<file path="src/rtl/gumnut_fetch_unit.sv">
// Gumnut instruction fetch: owns PC and return-address stack, fetches over imem req/ack.
// Fetch latency is ack + 1 cycle; PC updates are only accepted while idle.
module gumnut_fetch_unit #(
    parameter int ADDR_W      = 12,
    parameter int INST_W      = 18,
    parameter int STACK_DEPTH = 8
) (
    input  logic              clkg,
    input  logic              rst,
    input  logic              fetch_req_i,
    output logic [ADDR_W-1:0] imem_addr_o,
    output logic              imem_rd_o,
    input  logic [INST_W-1:0] imem_data_i,
    input  logic              imem_ack_i,
    output logic [INST_W-1:0] inst_e_o,
    output logic              ir_we_o,
    output logic              fetch_done_o,
    input  logic              br_i,
    input  logic [7:0]        disp_i,
    input  logic              jmp_i,
    input  logic              jsb_i,
    input  logic              ret_i,
    input  logic [ADDR_W-1:0] addr_i,
    output logic [ADDR_W-1:0] pc_o,
    output logic [3:0]        sp_o,
    output logic              stk_ovf_o,
    output logic              stk_unf_o
);

    localparam int         PTR_W = $clog2(STACK_DEPTH);
    localparam logic [3:0] FULL  = 4'(STACK_DEPTH);

    typedef enum logic [1:0] {IDLE, REQ, LOAD} state_t;

    state_t            state_q, state_d;
    logic [ADDR_W-1:0] pc_q, pc_d;
    logic [INST_W-1:0] inst_q, inst_d;
    logic [ADDR_W-1:0] stack_q [STACK_DEPTH];
    logic [ADDR_W-1:0] stack_d [STACK_DEPTH];
    logic [PTR_W-1:0]  top_q, top_d;   // next free slot; top-of-stack is top_q-1
    logic [PTR_W-1:0]  top_m1;
    logic [3:0]        cnt_q, cnt_d;
    logic              ovf_q, ovf_d;
    logic              unf_q, unf_d;

    always_comb begin
        state_d = state_q;
        pc_d    = pc_q;
        inst_d  = inst_q;
        stack_d = stack_q;
        top_d   = top_q;
        cnt_d   = cnt_q;
        ovf_d   = ovf_q;
        unf_d   = unf_q;
        top_m1  = top_q - PTR_W'(1);

        case (state_q)
            IDLE: begin
                if (ret_i) begin
                    if (cnt_q == 4'd0) begin
                        unf_d = 1'b1;
                    end else begin
                        top_d = top_m1;
                        pc_d  = stack_q[top_m1];
                        cnt_d = cnt_q - 4'd1;
                    end
                end else if (jsb_i) begin
                    // Writing at the free slot when full lands on the oldest entry.
                    stack_d[top_q] = pc_q;
                    top_d          = top_q + PTR_W'(1);
                    pc_d           = addr_i;
                    if (cnt_q == FULL) ovf_d = 1'b1;
                    else               cnt_d = cnt_q + 4'd1;
                end else if (jmp_i) begin
                    pc_d = addr_i;
                end else if (br_i) begin
                    pc_d = pc_q + {{(ADDR_W-8){disp_i[7]}}, disp_i};
                end
                if (fetch_req_i) state_d = REQ;
            end
            REQ: begin
                if (imem_ack_i) begin
                    inst_d  = imem_data_i;
                    state_d = LOAD;
                end
            end
            LOAD: begin
                pc_d    = pc_q + ADDR_W'(1);
                state_d = IDLE;
            end
            default: state_d = IDLE;
        endcase
    end

    always_ff @(posedge clkg) begin
        if (rst) begin
            state_q <= IDLE;
            pc_q    <= '0;
            inst_q  <= '0;
            top_q   <= '0;
            cnt_q   <= '0;
            ovf_q   <= 1'b0;
            unf_q   <= 1'b0;
            for (int i = 0; i < STACK_DEPTH; i++) stack_q[i] <= '0;
        end else begin
            state_q <= state_d;
            pc_q    <= pc_d;
            inst_q  <= inst_d;
            top_q   <= top_d;
            cnt_q   <= cnt_d;
            ovf_q   <= ovf_d;
            unf_q   <= unf_d;
            stack_q <= stack_d;
        end
    end

    assign imem_addr_o  = pc_q;
    assign imem_rd_o    = (state_q == REQ);
    assign ir_we_o      = (state_q == LOAD);
    assign fetch_done_o = (state_q == LOAD);
    assign inst_e_o     = inst_q;
    assign pc_o         = pc_q;
    assign sp_o         = cnt_q;
    assign stk_ovf_o    = ovf_q;
    assign stk_unf_o    = unf_q;

endmodule

</file>
<file path="config.mk">
export PLATFORM = sky130hd
export DESIGN_NAME = gumnut_fetch_unit
export DESIGN_NICKNAME = d
export VERILOG_FILES = /design/src/rtl/gumnut_fetch_unit.sv
export SDC_FILE = /design/constraint.sdc
export NUM_CORES = 1
export LEC_CHECK = 0
export BUFFER_PORTS_ARGS = -buffer_cell sky130_fd_sc_hd__buf_2
export CORE_UTILIZATION = 58
export DETAILED_ROUTE_END_ITERATION = 8
export PLACE_DENSITY = 0.8
export RECOVER_POWER = 25
export REMOVE_ABC_BUFFERS = 1
export SYNTH_ARGS = -nofsm -noshare
export SYNTH_HDL_FRONTEND = slang
export SYNTH_SLANG_ARGS = --single-unit
</file>
<file path="constraint.sdc">
create_clock -name clkg -period 3.7 [get_ports clkg]
set_clock_uncertainty 0.1 [all_clocks]
set_input_delay 0.185 -clock clkg [delete_from_list [all_inputs] [get_ports clkg]]
set_output_delay 0.185 -clock clkg [all_outputs]
set_load 0.01 [all_outputs]
</file>
==> impl_metrics.tcl <==
set metrics [dict create \
    antenna_found_initial 0 \
    drv_slew 0 \
    post_drt_wl_per_cell_um 19.2 \
    wirelength_um 19100 \
    root_buffer "clkbuf_16" \
    rr_endpoint "imem_addr_o[6]$_SDFFE_PP0P_" \
    hold_depth 4 \
    grt_pass1_vias 6156 \
    drt-vias-per-instance 6.10 \
    dp_cells 943 \
    synth_edf_count 0 \
    multi_input_area_um2 3810 \
    cts_buffers 17 \
    place_area_um2 7410 \
    layout.cells.non_filler 994 \
    finalSetupViolations 0 \
    hold_ws_ns 0.0490 \
    p_leak_nw 3.38 \
    synth_top_family_by_area "multiplexers" \
    netlist.area_leader.share_pct 39.2 \
    tritoncts "done" \
    clk_latency_ns 0.41 \
    num_vias 6066 \
    cts.sinks 137 \
    synthAdderAreaFrac_pct 3.43 \
    final_util_pct 70.0 \
    clk_path_buf_depth 2 \
    ys_types 60 \
    syn_avg_cell_area_um2 9.19 \
    syn_inst 762 \
    drive_gt1_share_pct 16.5 \
    drc_errors 7 \
    dp_hpwl_um 11600 \
    antennaDiodeCount 0 \
    max_freq_mhz 341 \
    synth-seq-area-share_pct 39.2 \
    portBuffers 96 \
    grt_max_degree 93 \
    cts_hold_buf 19 \
    synth-compound-area-share_pct 10.6 \
    dr.pass1.iters 7 \
    powerDensity_nw_per_um2 590 \
    hp-start "imem_ack_i" \
    synth_ff_type "dfxtp_1" \
    yosysWarnings 0 \
    syn_to_final_growth_pct 16.2 \
    gp_congestion 0.913 \
    ir_drop_uv 311 \
    synth_top_area_cell "dfxtp_1" \
    rsz0062_at_grt "no" \
    synth_mux_area_share_pct 21.5 \
    ys_top_cells_by_area "dfxtp_1 39%, mux2i_1 13%, mux4_2 7.7%, nor2_1 6.3%, nand2_1 4.4%" \
    period_minus_slack_ns 2.93 \
    startpoint_type "flop" \
    start_util_pct 60.3 \
    fin_setup_tns_ns 0 \
    tightest_slew_ns 1.21 \
    min_path_type "input pin to flop" \
    dieWidth_um 112 \
    max_slew_margin_pct 19.3 \
    violations "DRC" \
    fin_crit_sh_pct 79.3 \
    design_area_um2 8130 \
    status "finished with violations" \
    core_region_area_um2 11600 \
    criticalPathCategory "flop to flop" \
    synth-xor-area-share_pct 1.98 \
    finalNetCount 902 \
    synth-seq-cells 137 \
    yosys.area_share.simple_pct 17.2 \
    post_cts_resize_count 0 \
    finalHoldViolations 0 \
    synth.top_cells.by_count "137 x dfxtp_1, 117 x nor2_1, 94 x mux2i_1" \
    cts.htree.levels 4 \
    layout.area.seq_um2 2740 \
    drt_iter0_drc 545 \
    synth_most_common_cell "dfxtp_1" \
    grtUsageTotal_pct 31.5 \
    grt_pass1_wl_um 30900 \
    ant_nets 0 \
    post-cts-setup-buffers 0 \
    grt.overflow.total 0 \
    reg2reg_depth 8 \
    reg2reg_slack_ns 0.77 \
    maxCapViolCount 0 \
    path_clk_slew_ns 0.06 \
    syn_area_um2 7000 \
    critPathRequiredTime_ns 3.87 \
    hold_end "state_q[0]$_SDFFE_PP0P_" \
    end_kind "flop" \
    fillCellCount 808 \
    crit_fanout 16 \
    arrival_ns 3.10 \
    ios 97 \
    r2r-start "top_q[1]$_SDFFE_PP0P_" \
    rows 39 \
    fp.dieH_um 112 \
    design.die.area_um2 12500 \
    async_flop_share_pct 0 \
]
==> per-layer routing <==
| metal | up-vias | routed length [um] | GRT usage (%) |
|---|---|---|---|
| met2 | 330 | 9560 | 53.8 |
| met3 | 74 | 1470 | 5.93 |
| met1 | 2858 | 7330 | 37.5 |
| met5 | - | 0 | 0 |
| li1 | 2804 | - | - |
| met4 | 0 | 743 | 16.8 |
==> power by group <==
part	total (W)	switching, W	internal [W]
Clock	0.00175	0.000634	0.00111
Sequential	0.00175	0.000192	0.00156
Combinational	0.00130	0.000755	0.000545
Total	0.00480	0.00158	0.00322
==> cell families (layout without fill, tap and decap cells) <==
logic type	count (synthesis)	after routing
and+or+nand+nor	266	266
DFF	137	137
AOI/OAI and AO/OA	121	121
muxes	120	120
buffers and inverters	85	174
adders and majority gates	18	18
xor gates and xnor gates	15	15
==> cell usage in the layout (no fill, tap or decap), types with 13 or more instances in the layout <==
cell type | Yosys | layout
clkbuf_1 | 36 | 45
dlygate4sd3_1 | 0 | 19
nand3_1 | 26 | 26
a21oi_1 | 58 | 58
nand2_1 | 83 | 83
buf_2 | 10 | 53
ha_1 | 16 | 16
clkbuf_16 | 0 | 17
o21ai_0 | 23 | 23
nor2_1 | 117 | 117
mux2i_1 | 94 | 94
mux4_2 | 24 | 24
buf_4 | 24 | 13
dfxtp_1 | 137 | 136
==> sequential cells by signal, indices dropped and copies added, names as in the netlist <==
register,flops
stk_ovf_o,1
state_q,2
inst_e_o,18
imem_addr_o,12
sp_o,4
top_q,3
stack_q,96
stk_unf_o,1
==> metrics by stage <==
step	total power [W]	worst slack (ns)
floorplan	0.00260	0.115
global placement	0.00302	0.973
detailed placement	0.00306	0.890
CTS	0.00481	0.852
global route	0.00500	0.680
finish	0.00480	0.767
==> cell type report <==
type / count / share of cell area, %
Clock buffer: 21 / 5.78
Clock inverter: 11 / 1.77
Inverter: 12 / 0.554
Multi-Input combinational cell: 540 / 46.9
Sequential cell: 137 / 33.7
Tap cell: 143 / 2.20
Timing Repair Buffer: 130 / 9.08
==> how the worst max path moves through the flow <==
stage | depth (start not counted) | endpoint | from | slack (ns)
after floorplan | 8 | imem_addr_o[7]$_SDFFE_PP0P_ | top_q[0]$_SDFFE_PP0P_ | 0.11
after global placement | 8 | imem_addr_o[7]$_SDFFE_PP0P_ | top_q[1]$_SDFFE_PP0P_ | 0.97
after detailed placement | 8 | imem_addr_o[6]$_SDFFE_PP0P_ | top_q[1]$_SDFFE_PP0P_ | 0.89
after CTS | 8 | imem_addr_o[6]$_SDFFE_PP0P_ | top_q[1]$_SDFFE_PP0P_ | 0.85
after global routing | 6 | stack_q[6]$_SDFFE_PP0P_ | state_q[0]$_SDFFE_PP0P_ | 0.68
final | 8 | imem_addr_o[6]$_SDFFE_PP0P_ | top_q[1]$_SDFFE_PP0P_ | 0.77
==> worst max-delay path, cell delays in order, from the launching register on <==
cell	delay [ns]
dfxtp_1	0.51
inv_1	0.15
ha_1	0.82
buf_4	0.31
mux4_2	0.32
mux2i_1	0.19
o221ai_1	0.14
a21oi_1	0.18
nor4_1	0.06
Power figures use the tool's default switching activity.
